==> config.mk <==
export PLATFORM = sky130hd
export DESIGN_NAME = ndata_width_narrower
export DESIGN_NICKNAME = d
export VERILOG_FILES = /design/src/rtl/ndata_width_narrower.sv
export SDC_FILE = /design/constraint.sdc
export NUM_CORES = 1
export LEC_CHECK = 0
export CAP_MARGIN = 25
export CORE_MARGIN = 5
export CORE_UTILIZATION = 33
export CTS_BUF_LIST = sky130_fd_sc_hd__clkbuf_16
export CTS_CLUSTER_DIAMETER = 120
export DETAILED_ROUTE_END_ITERATION = 12
export HOLD_SLACK_MARGIN = 0.1
export PLACE_DENSITY_LB_ADDON = 0.1
export SLEW_MARGIN = 10
export SYNTH_ARGS = -nofsm -noshare
export SYNTH_HDL_FRONTEND = slang
export SYNTH_SLANG_ARGS = --single-unit
export TNS_END_PERCENT = 10
==> constraint.sdc <==
create_clock -name clk -period 5.46 [get_ports clk]
set_input_delay 1.365 -clock clk [delete_from_list [all_inputs] [get_ports clk]]
set_output_delay 1.365 -clock clk [all_outputs]
set_load 0.01 [all_outputs]
==> src/rtl/ndata_width_narrower.sv <==
// ndata_width_narrower
//
// Splits a wide element stream into a narrower one. Each accepted wide beat
// is captured in a one-beat buffer and replayed as NUM_SLOTS narrow beats,
// lowest slot first. On a last beat, trailing slots whose keep bits are all
// zero are not emitted. A last beat with no keep bits set still produces one
// narrow beat (keep=0, last=1), so the packet boundary survives.
// When both widths are equal the block is a plain wire-through with no state.
//
// Ports:
//   clk        rising-edge clock
//   rst        asynchronous, active-high reset
//   in_data    IN_WIDTH elements of data_t, element 0 in the lowest position
//   in_keep    per-element keep for the wide beat
//   in_last    wide beat closes a packet
//   in_valid   wide beat present
//   in_ready   block can take the wide beat this cycle
//   out_data   OUT_WIDTH elements of the current narrow slot
//   out_keep   keep bits of the current narrow slot
//   out_last   narrow beat closes the packet
//   out_valid  narrow beat present
//   out_ready  downstream takes the narrow beat this cycle

module ndata_width_narrower #(
    parameter type data_t    = logic [7:0],
    parameter int  IN_WIDTH  = 8,
    parameter int  OUT_WIDTH = 2
) (
    input  logic                       clk,
    input  logic                       rst,

    input  data_t [IN_WIDTH-1:0]       in_data,
    input  logic  [IN_WIDTH-1:0]       in_keep,
    input  logic                       in_last,
    input  logic                       in_valid,
    output logic                       in_ready,

    output data_t [OUT_WIDTH-1:0]      out_data,
    output logic  [OUT_WIDTH-1:0]      out_keep,
    output logic                       out_last,
    output logic                       out_valid,
    input  logic                       out_ready
);

    localparam int NUM_SLOTS = IN_WIDTH / OUT_WIDTH;
    localparam int IDX_W     = (NUM_SLOTS > 1) ? $clog2(NUM_SLOTS) : 1;

    // Reject configurations the slicing logic cannot handle.
    if ((IN_WIDTH <= 0) || ((IN_WIDTH & (IN_WIDTH - 1)) != 0)) begin : g_bad_in_width
        $error("ndata_width_narrower: IN_WIDTH must be a power of two");
    end
    if ((OUT_WIDTH <= 0) || ((OUT_WIDTH & (OUT_WIDTH - 1)) != 0)) begin : g_bad_out_width
        $error("ndata_width_narrower: OUT_WIDTH must be a power of two");
    end
    if (OUT_WIDTH > IN_WIDTH) begin : g_bad_ratio
        $error("ndata_width_narrower: OUT_WIDTH must not exceed IN_WIDTH");
    end
    if ((OUT_WIDTH > 0) && ((IN_WIDTH % OUT_WIDTH) != 0)) begin : g_bad_multiple
        $error("ndata_width_narrower: IN_WIDTH must be a multiple of OUT_WIDTH");
    end

    if (IN_WIDTH == OUT_WIDTH) begin : g_passthrough

        assign out_data  = in_data;
        assign out_keep  = in_keep;
        assign out_last  = in_last;
        assign out_valid = in_valid;
        assign in_ready  = out_ready;

    end else begin : g_narrow

        typedef enum logic {
            EMPTY = 1'b0,
            HOLD  = 1'b1
        } state_t;

        state_t                 state_q;
        state_t                 state_d;

        data_t [IN_WIDTH-1:0]   buf_data;
        logic  [IN_WIDTH-1:0]   buf_keep;
        logic                   buf_last;
        logic  [IDX_W-1:0]      slot_idx;
        logic  [IDX_W-1:0]      final_idx;

        logic                   held;
        logic                   at_final;
        logic                   accept;
        logic  [IDX_W-1:0]      last_keep_slot;
        logic  [IDX_W-1:0]      load_final;

        assign held     = (state_q == HOLD);
        assign at_final = (slot_idx == final_idx);

        // The buffer frees up in the same cycle its final slot is handed off,
        // which is what lets back-to-back wide beats stream without a bubble.
        assign in_ready = !held || (out_ready && at_final);
        assign accept   = in_valid && in_ready;

        // Highest slot with any keep bit set; stays 0 when nothing is kept so
        // an empty last beat still emits a single boundary beat.
        always_comb begin
            last_keep_slot = '0;
            for (int s = 0; s < NUM_SLOTS; s++) begin
                if (|in_keep[s*OUT_WIDTH +: OUT_WIDTH]) begin
                    last_keep_slot = IDX_W'(s);
                end
            end
        end

        assign load_final = in_last ? last_keep_slot : IDX_W'(NUM_SLOTS - 1);

        always_ff @(posedge clk or posedge rst) begin
            if (rst) begin
                state_q <= EMPTY;
            end else begin
                state_q <= state_d;
            end
        end

        // EMPTY waits for a wide beat; HOLD returns to EMPTY only when the
        // final slot leaves and no follow-on beat is waiting.
        always_comb begin
            state_d = state_q;
            case (state_q)
                EMPTY: begin
                    if (in_valid) begin
                        state_d = HOLD;
                    end
                end
                HOLD: begin
                    if (out_ready && at_final && !in_valid) begin
                        state_d = EMPTY;
                    end
                end
                default: begin
                    state_d = EMPTY;
                end
            endcase
        end

        // Buffer load on accept; otherwise walk the slot index on each
        // narrow handshake until the final slot.
        always_ff @(posedge clk or posedge rst) begin
            if (rst) begin
                buf_data  <= '0;
                buf_keep  <= '0;
                buf_last  <= 1'b0;
                slot_idx  <= '0;
                final_idx <= '0;
            end else if (accept) begin
                buf_data  <= in_data;
                buf_keep  <= in_keep;
                buf_last  <= in_last;
                slot_idx  <= '0;
                final_idx <= load_final;
            end else if (held && out_ready && !at_final) begin
                slot_idx  <= slot_idx + 1'b1;
            end
        end

        assign out_valid = held;
        assign out_data  = buf_data[int'(slot_idx)*OUT_WIDTH +: OUT_WIDTH];
        assign out_keep  = buf_keep[int'(slot_idx)*OUT_WIDTH +: OUT_WIDTH];
        assign out_last  = buf_last && at_final;

    end

endmodule

==> results.md, run 1 <==
* Status: complete, no violations
* Core area at 10,400 sq um
* RePlAce Congestion at 0.682
* Sw Pwr at 0.865 mW
* Max_cap viols at 0
* Synth Net Count at 286
* Vias in the first global route at 2,432
* CP required at 4.09 ns
* # rows at 37
* Drt total wl at 7400 microns
* Critical Path Start: out_ready
* CP max-delay cell: clkdlybuf4s50_1
* Routed WL per cell at 16.4 microns
* IO Count at 98
* WS Path Type: input port to output port
* Area Overhead vs Synth at 38.4%
* Family with the most delay on the worst path: buffers and inverters
* Post-synthesis register bit count at 78
* Global route overflow at 0
* Flop2flop setup slack at 2.34 ns
* Via count at 2,115
* Worst Hold Path Cells at 1
* Top-count cell post-synth: dfrtp_1
* Fin Setup TNS at 0 ns
* Max frequency at 0.244 GHz
* Die Y at 113 microns
* Tmin final at 4.10 ns
* Clock Tree Buf Depth at 2
* R2R cell count at 5
* CTS Hold Buffers Added at 0
* Final setup violation count at 0
* Crit-path max FO at 6
* Slew @ Worst Pin at 0.852 ns
* Die width at 113 microns
* # fillers at 964
* Vias per inst at 4.70
* PD cells at 600 nW/um^2
* Switching share of power at 29.6%
* Clock share of power at 19.9%
* Flop pwr share at 36.4%
* Final nets at 386
* Slew HR at 43.0%
* CTS tree: yes
* Yosys cell types at 30
* Synthesized area at 3520 sq um
* H-tree lvl count at 3
* Largest stage delay, worst path at 0.60 ns
* Worst path bufs/invs at 2
* CP Depth at 4
* CP cell instances: clkdlybuf4s50_1 > nand3_1 > nand2_1 > clkdlybuf4s50_1
* N_diodes at 0
* Final core occ at 46.9%
* Initial antenna violation count at 0
* CTS root buffer: clkbuf_16
* Tot Pwr at 2.92 mW
* Cell internal pwr at 2.05 mW
* Total Die Area at 12,800 sq um
* Yosys top cell by area: dfrtp_1
* Sink Count at 78
* PostCTS Resize Cnt at 0
* Async S/R FF share, synth at 100%
* Layout cells sized above 1 at 24.5%
* Post-synth top area share at 55.5%
* Post-route ant nets at 0
* Post-CTS setup buffer count at 0
* Skew final at 0.00386 ns
* Synth area leaders: dfrtp_1, mux2_1, mux2_2
* Syn avg cell area at 16.8 sq um
* Clock-pin slew on the worst setup and hold paths at 0.06 ns
* Cell repeated most along the worst path: clkdlybuf4s50_1
* Final worst path period share at 75.0%
* Reg-to-Reg End: g_narrow.buf_data[27]$_DFFE_PP0P_
* Initial Util at 33.9%
* Max VDD drop at 240 uV
* DRT iter0 DRCs at 62
* Residual DRC at 0
* Port bufs at 97
* GRT Total Usage at 12.5%
* Pins Over Slew Limit at 0
* Pin count of the biggest net entering global routing at 47
* Reg2reg start: g_narrow.slot_idx[0]$_DFFE_PP0P_
* Hold Crit Class: register to register
* DR pass1 iterations at 4
* YS warnings at 0
* Top FF cell, synth: dfrtp_1
* CP endpoint kind: output port
* Post-synth EDFFs at 0
* Part of the Yosys area used for sequential elements at 55.5%
* Clock latency on the worst-skew pair at 0.32 ns
* CP arrival at 2.73 ns
* Pleak at 1.98 nW
* Total CTS buffers at 9
* Synth top cells by count: dfrtp_1, mux2_1, mux2_2
* Global-route wire length before repair at 12,500 microns
* RSZ-0062 raised after global routing: false
* Setup crit end: in_ready
* Combinational share of power at 43.7%
* Detailed placement HPWL at 5290 microns
* Post-Syn Instances at 209
* Worst Setup Start Kind: input port
* Final hold viol count at 0
power groups by stage:
| stage | clock (mW) | combinational (mW) | sequential [mW] |
|---|---|---|---|
| finish | 0.581 | 1.28 | 1.06 |
| global route | 0.624 | 1.39 | 1.11 |
| CTS | 0.603 | 1.31 | 1.07 |
| detailed placement | 0 | 1.30 | 1.08 |
| global placement | 0 | 1.29 | 1.07 |
| floorplan | 0 | 0.912 | 0.985 |
cell families after synthesis:
logic type / after synthesis / synth area share (%)
multiplexers: 92 / 35.2
flip-flops: 78 / 55.5
AND/OR/NAND/NOR: 14 / 2.17
buffers and inverters: 14 / 3.84
AO/OA/AOI/OAI: 9 / 2.31
XOR/XNOR: 2 / 0.925
state kept, by name, indices dropped and copies added, names as in the netlist:
register and cells:
g_narrow.slot_idx 2, g_narrow.final_idx 2, g_narrow.buf_keep 8, g_narrow.buf_data 64
out_valid 1, g_narrow.buf_last 1
per-stage QoR:
step           instance area [sq um]  hold WS, ns  setup WS (ns)  std cells
3_5_place_dp                    4580        0.478           1.39        434
2_1_floorplan                   3520        0.459           2.10        209
5_1_grt                         4870        0.503           1.30        450
6_report                        4870        0.485           1.36        450
4_1_cts                         4870        0.492           1.38        450
3_3_place_gp                    4580        0.469           1.40        434
worst min path at each step:
stage,startpoint,end,slack [ns]
final,g_narrow.buf_data[48]$_DFFE_PP0P_,g_narrow.buf_data[48]$_DFFE_PP0P_,0.48
after global routing,g_narrow.buf_data[35]$_DFFE_PP0P_,g_narrow.buf_data[35]$_DFFE_PP0P_,0.50
after CTS,g_narrow.buf_keep[4]$_DFFE_PP0P_,g_narrow.buf_keep[4]$_DFFE_PP0P_,0.49
after detailed placement,g_narrow.buf_keep[4]$_DFFE_PP0P_,g_narrow.buf_keep[4]$_DFFE_PP0P_,0.48
after global placement,g_narrow.buf_data[57]$_DFFE_PP0P_,g_narrow.buf_data[57]$_DFFE_PP0P_,0.47
after floorplan,g_narrow.buf_data[40]$_DFFE_PP0P_,g_narrow.buf_data[40]$_DFFE_PP0P_,0.46
routing by layer:
metal / share of wire (%) / global-route usage (%) / wire, microns / vias to the layer above
met5: 0 / 0 / 0 / -
met4: 1.6 / 4.41 / 115 / 0
met3: 5.5 / 3.96 / 408 / 12
met2: 47 / 19.4 / 3510 / 68
met1: 46 / 16.4 / 3370 / 1056
li1: - / - / - / 979
cell usage in the layout, fill, tap and decap left out, types with 2 or more instances in the layout:
cell,synthesis,routed
mux2_2,36,36
clkdlybuf4s50_1,0,97
clkinvlp_4,0,2
and3_1,2,2
xnor2_2,2,2
mux2_1,38,38
dfrtp_1,78,78
nor2_1,2,2
mux4_2,18,18
clkinv_2,0,2
clkbuf_16,0,9
nor2b_1,2,2
buf_4,3,5
nand2_1,4,4
worst register-to-register path: stages, from the launching register on:
cell and delay [ns]:
dfrtp_1 0.81, buf_4 0.40, xnor2_2 0.15, a41oi_4 0.75, buf_4 0.51, mux2_2 0.39
final cells by class:
class | count | area (sq um) | share of cell area, %
sequential | 78 | 1950 | 40.1
multi-input combinational | 117 | 1440 | 29.6
timing repair buffer | 102 | 1010 | 20.7
clock buffer | 9 | 225 | 4.63
tap | 136 | 170 | 3.50
clock inverter | 7 | 66.3 | 1.36
inverter | 1 | 5.00 | 0.103
Power figures use the tool's default switching activity.
==> run 2, diff against run 1 <==
==> constraint.sdc (replaced) <==
create_clock -name clk -period 4 [get_ports clk]
set_input_delay 1 -clock clk [delete_from_list [all_inputs] [get_ports clk]]
set_output_delay 1 -clock clk [all_outputs]
set_load 0.01 [all_outputs]
==> results.md, run 2 (synthesis results as in run 1) <==
* Cell internal pwr at 2.83 mW (+38%)
* Final setup violation count at 0 (unchanged)
* PostCTS Resize Cnt at 0 (unchanged)
* DRT iter0 DRCs at 43 (-31%)
* Slew HR at 60.9% (+18 points)
* CP required at 3.00 ns (-1.09 ns)
* Most common cell after layout, fill and taps aside: clkdlybuf4s50_1
* CTS Hold Buffers Added at 0 (unchanged)
* Vias in the first global route at 2,431 (-0.041%)
* Layout cells sized above 1 at 24.5% (unchanged)
* RePlAce Congestion at 0.677 (-0.67%)
* Routed WL per cell at 16.3 microns (-0.95%)
* PD cells at 819 nW/um^2 (+37%)
* Tmin final at 3.34 ns
* Total Die Area at 12,800 sq um (unchanged)
* RSZ-0062 raised after global routing: false
* Die width at 113 microns (unchanged)
* Most flops, register: g_narrow.buf_data
* Vias per inst at 4.71 (+0.19%)
* Skew final at 0.00664 ns (+0.00278 ns)
* Initial Util at 33.9% (unchanged)
* DR pass1 iterations at 4 (unchanged)
* Flop pwr share at 35.2% (-1.2 points)
* Residual DRC at 0 (unchanged)
* Post-place instance area at 4610 sq um (+0.82%)
* Clock-pin slew on the worst setup and hold paths at 0.05 ns (about the same)
* Die Y at 113 microns (unchanged)
* Combinational share of power at 45.0% (+1.3 points)
* IO Count at 98 (unchanged)
* Crit-path max FO at 6 (unchanged)
* Via count at 2,119 (+0.19%)
* Drt total wl at 7330 microns (-0.95%)
* CTS root buffer: clkbuf_16
* CP endpoint kind: output port
* Switching share of power at 29.6% (-0.077 points)
* Clock latency on the worst-skew pair at 0.33 ns (about the same)
* Pleak at 2.01 nW (+1.2%)
* Global-route wire length before repair at 12,400 microns (-1.2%)
* Detailed placement HPWL at 5120 microns (-3.2%)
* Max VDD drop at 322 uV (+34%)
* Hold Slack at 0.487 ns (+0.00279 ns)
* Total CTS buffers at 9 (unchanged)
* Pre-CTS setup slack at 0.641 ns (-0.744 ns)
* Max frequency at 0.299 GHz
* Slew @ Worst Pin at 0.586 ns (-0.265 ns)
* WS Path Type: input port to output port
* Final Cell Area at 4900 sq um (+0.75%)
* Post-CTS setup buffer count at 0 (unchanged)
* # rows at 37 (unchanged)
* Worst setup margin at 0.658 ns (-0.706 ns)
* Pins Over Slew Limit at 0 (unchanged)
* N_diodes at 0 (unchanged)
* Area Overhead vs Synth at 39.5%
* Final worst path period share at 83.5%
* Core area at 10,400 sq um (unchanged)
* Commonest cells after routing, fill and taps aside: clkdlybuf4s50_1, dfrtp_1, mux2_1, mux2_2, mux4_2
* Sw Pwr at 1.19 mW (+37%)
* Max reg flops at 64 (unchanged)
* Top flop regs: g_narrow.buf_data (64), g_narrow.buf_keep (8)
* Final hold viol count at 0 (unchanged)
* Worst Setup Start Kind: input port
* GRT Total Usage at 12.3% (-0.21 points)
* Status: complete, no violations
* CTS tree: yes
* Hold Crit Class: register to register
* Tot Pwr at 4.02 mW (+38%)
* Initial antenna violation count at 0 (unchanged)
* Fin Setup TNS at 0 ns (unchanged)
* Global route overflow at 0 (unchanged)
* Max_cap viols at 0 (unchanged)
* H-tree lvl count at 3 (unchanged)
* Sink Count at 78 (unchanged)
* Clock share of power at 19.8% (about the same)
* CP arrival at 2.34 ns (-0.39 ns)
* Clock Tree Buf Depth at 2 (unchanged)
* Final nets at 386 (unchanged)
* Pin count of the biggest net entering global routing at 73 (+55%)
* Post-route ant nets at 0 (unchanged)
* Port bufs at 97 (unchanged)
[run 2: critical path, cell delays in order]
cell and delay (ns):
clkdlybuf4s50_1 0.60, nand3_1 0.13, nand2_1 0.09, clkdlybuf4s50_1 0.53
[run 2: power groups by stage]
stage / registers, mW / clock network (mW) / logic (mW)
after detailed placement: 1.44 / 0 / 1.83
after global routing: 1.48 / 0.847 / 1.95
final: 1.42 / 0.795 / 1.81
after floorplan: 1.34 / 0 / 1.24
after global placement: 1.43 / 0 / 1.82
after CTS: 1.42 / 0.819 / 1.85
[run 2: path summary, 6_finish.rpt]
check	cells after the start	end	slack, ns	start
max	4	in_ready	0.66	out_ready
min in group asynchronous	2	g_narrow.buf_data[50]$_DFFE_PP0P_	1.04	rst
max in group asynchronous	3	g_narrow.buf_data[14]$_DFFE_PP0P_	2.31	rst
max reg2reg	5	g_narrow.buf_data[19]$_DFFE_PP0P_	1.63	g_narrow.slot_idx[0]$_DFFE_PP0P_
min	1	g_narrow.buf_data[12]$_DFFE_PP0P_	0.49	g_narrow.buf_data[12]$_DFFE_PP0P_
min reg2reg	1	g_narrow.buf_data[12]$_DFFE_PP0P_	0.49	g_narrow.buf_data[12]$_DFFE_PP0P_
[run 2: stage by stage]
stage / instances / util, %
after floorplan: 209 / -
after global placement: 434 / 44.5
after detailed placement: 434 / 44.5
after CTS: 450 / 47.3
after global routing: 450 / 47.3
final: 450 / 47.3
[run 2: area by class of cell]
cell class	count	area, sq um
Sequential cell	78	1950
Inverter	1	5.00
Clock buffer	9	225
Clock inverter	7	65.1
Tap cell	136	170
Timing Repair Buffer	102	1050
Multi-Input combinational cell	117	1440
Fill cell	953	5470
[run 2: layer usage]
layer	global-route usage, %	vias up	part of all wire [%]	wire [microns]
met5	0	-	0	0
met4	4.57	0	1.4	106
met3	3.96	10	6.7	491
met2	19.2	63	47	3440
met1	16.0	1066	45	3290
li1	-	980	-	-
==> run 3, diff against run 2 <==
==> constraint.sdc (replaced) <==
create_clock -name clk -period 2.8 [get_ports clk]
set_input_delay 0.7 -clock clk [delete_from_list [all_inputs] [get_ports clk]]
set_output_delay 0.7 -clock clk [all_outputs]
set_load 0.01 [all_outputs]
==> results.md, run 3 (synthesis results as in run 1) <==
* Status: complete, no violations
* Max reg flops at 64 (unchanged)
* Vias per inst at 4.73 (+0.55%)
* IO Count at 98 (unchanged)
* CTS Hold Buffers Added at 0 (unchanged)
* Pins Over Slew Limit at 0 (unchanged)
* Total CTS buffers at 9 (unchanged)
* Global route overflow at 0 (unchanged)
* WS Path Type: register to output port
* Clock Tree Buf Depth at 2 (unchanged)
* Die Y at 113 microns (unchanged)
* Hold Slack at 0.484 ns (-0.00335 ns)
* Met1 Use GR at 16.1% (+0.097 points)
* CTS root buffer: clkbuf_16
* Drt total wl at 7540 microns (+2.9%)
* # fillers at 947 (-0.63%)
* # rows at 37 (unchanged)
* Worst Hold Path Cells at 1 (unchanged)
* Pleak at 2.04 nW (+1.6%)
* Crit-path max FO at 15 (+9)
* H-tree lvl count at 3 (unchanged)
* Post-CTS setup buffer count at 0 (unchanged)
* Via count at 2,159 (+1.9%)
* Most common cell after layout, fill and taps aside: clkdlybuf4s50_1
* Sink Count at 78 (unchanged)
* Tmin final at 2.71 ns
* RSZ-0062 raised after global routing: false
* Final nets at 393 (+1.8%)
* Residual DRC at 0 (unchanged)
* Layout cells sized above 1 at 26.3% (+1.7 points)
* Final worst path period share at 96.6%
* Tot Pwr at 5.77 mW (+44%)
* Pin count of the biggest net entering global routing at 46 (-37%)
* Area Overhead vs Synth at 40.7%
* CTS tree: yes
* Top flop regs: g_narrow.buf_data (64), g_narrow.buf_keep (8)
* Total Die Area at 12,800 sq um (unchanged)
* Routing usage on met2 at 19.4% (+0.24 points)
* Commonest cells after routing, fill and taps aside: clkdlybuf4s50_1, dfrtp_1, mux2_1, mux2_2, mux4_2
* Port bufs at 97 (unchanged)
* Met3 Use GR at 4.28% (+0.32 points)
* CP required at 2.10 ns (-0.90 ns)
* Final setup violation count at 0 (unchanged)
* DR pass1 iterations at 4 (unchanged)
* Pre-CTS setup slack at 0.204 ns (-0.438 ns)
* Final hold viol count at 0 (unchanged)
* DRT iter0 DRCs at 41 (-4.7%)
* Most flops, register: g_narrow.buf_data
* GRT Total Usage at 12.4% (+0.089 points)
* CP arrival at 2.01 ns (-0.33 ns)
* Post-route ant nets at 0 (unchanged)
* Skew final at 0.00643 ns (-0.000215 ns)
* Worst Setup Start Kind: register
* Vias in the first global route at 2,389 (-1.7%)
* Slew @ Worst Pin at 0.349 ns (-0.238 ns)
* N_diodes at 0 (unchanged)
* Slew HR at 76.7% (+16 points)
* Worst setup margin at 0.0947 ns (-0.564 ns)
* Detailed placement HPWL at 5480 microns (+6.9%)
* Clock-pin slew on the worst setup and hold paths at 0.05 ns (about the same)
* Global-route wire length before repair at 12,300 microns (-0.89%)
* Busiest layer in global routing: met2
* Max VDD drop at 503 uV (+57%)
* CP endpoint kind: output port
* Max_cap viols at 0 (unchanged)
* Initial antenna violation count at 0 (unchanged)
* Max frequency at 0.370 GHz
* Die width at 113 microns (unchanged)
* Clock latency on the worst-skew pair at 0.32 ns (about the same)
* Core area at 10,400 sq um (unchanged)
* RePlAce Congestion at 0.683 (+0.92%)
* Initial Util at 33.9% (unchanged)
* PostCTS Resize Cnt at 0 (unchanged)
* R2R cell count at 5 (unchanged)
* Fin Setup TNS at 0 ns (unchanged)
* Routed WL per cell at 16.5 microns (+1.5%)
* Hold Crit Class: register to register
* PD cells at 1170 nW/um^2 (+42%)
run 3: changes by cell type in the layout (fill, tap and decap cells not counted), sizes merged:
cell,before,now
buf,5,12
clkinv,5,4
run 3: layer usage:
metal,part of all wire [%],up-vias
met5,0,-
met4,1.2,0
met3,6.6,9
met2,48,69
met1,45,1081
li1,-,1000
run 3: layout make-up:
cell class / instances / area (sq um) / area share, %
sequential: 78 / 1950 / 39.5
multi-input combinational: 117 / 1440 / 29.1
timing repair buffer: 109 / 1100 / 22.2
clock buffer: 9 / 225 / 4.55
tap: 136 / 170 / 3.44
clock inverter: 6 / 56.3 / 1.14
inverter: 1 / 5.00 / 0.101
run 3: power by group:
group / internal, mW / leakage [nW] / switching, mW
sequential: 1.71 / 0.916 / 0.301
combinational: 1.69 / 0.977 / 0.963
clock: 0.677 / 0.148 / 0.429
run 3: final timing paths:
| path | startpoint | to | slack [ns] |
|---|---|---|---|
| max | g_narrow.slot_idx[0]$_DFFE_PP0P_ | out_data[9] | 0.09 |
| min | g_narrow.buf_data[58]$_DFFE_PP0P_ | g_narrow.buf_data[58]$_DFFE_PP0P_ | 0.48 |
| max reg2reg | g_narrow.slot_idx[1]$_DFFE_PP0P_ | g_narrow.buf_data[50]$_DFFE_PP0P_ | 0.86 |
| min reg2reg | g_narrow.buf_data[58]$_DFFE_PP0P_ | g_narrow.buf_data[58]$_DFFE_PP0P_ | 0.48 |
| max in group asynchronous | rst | g_narrow.buf_data[43]$_DFFE_PP0P_ | 1.64 |
| min in group asynchronous | rst | g_narrow.buf_data[46]$_DFFE_PP0P_ | 0.59 |
run 3: worst max-delay path, stage by stage, from the launching register on:
cell             delay (ns)
dfrtp_1                0.34
buf_4                  0.27
mux4_2                 0.57
clkdlybuf4s50_1        0.50
run 3: metrics by stage:
stage	instances	utilization, %	instance area, sq um
finish	456	47.7	4950
global route	456	47.7	4950
CTS	456	47.7	4950
detailed placement	441	45.0	4670
global placement	441	45.0	4670
floorplan	209	-	3520
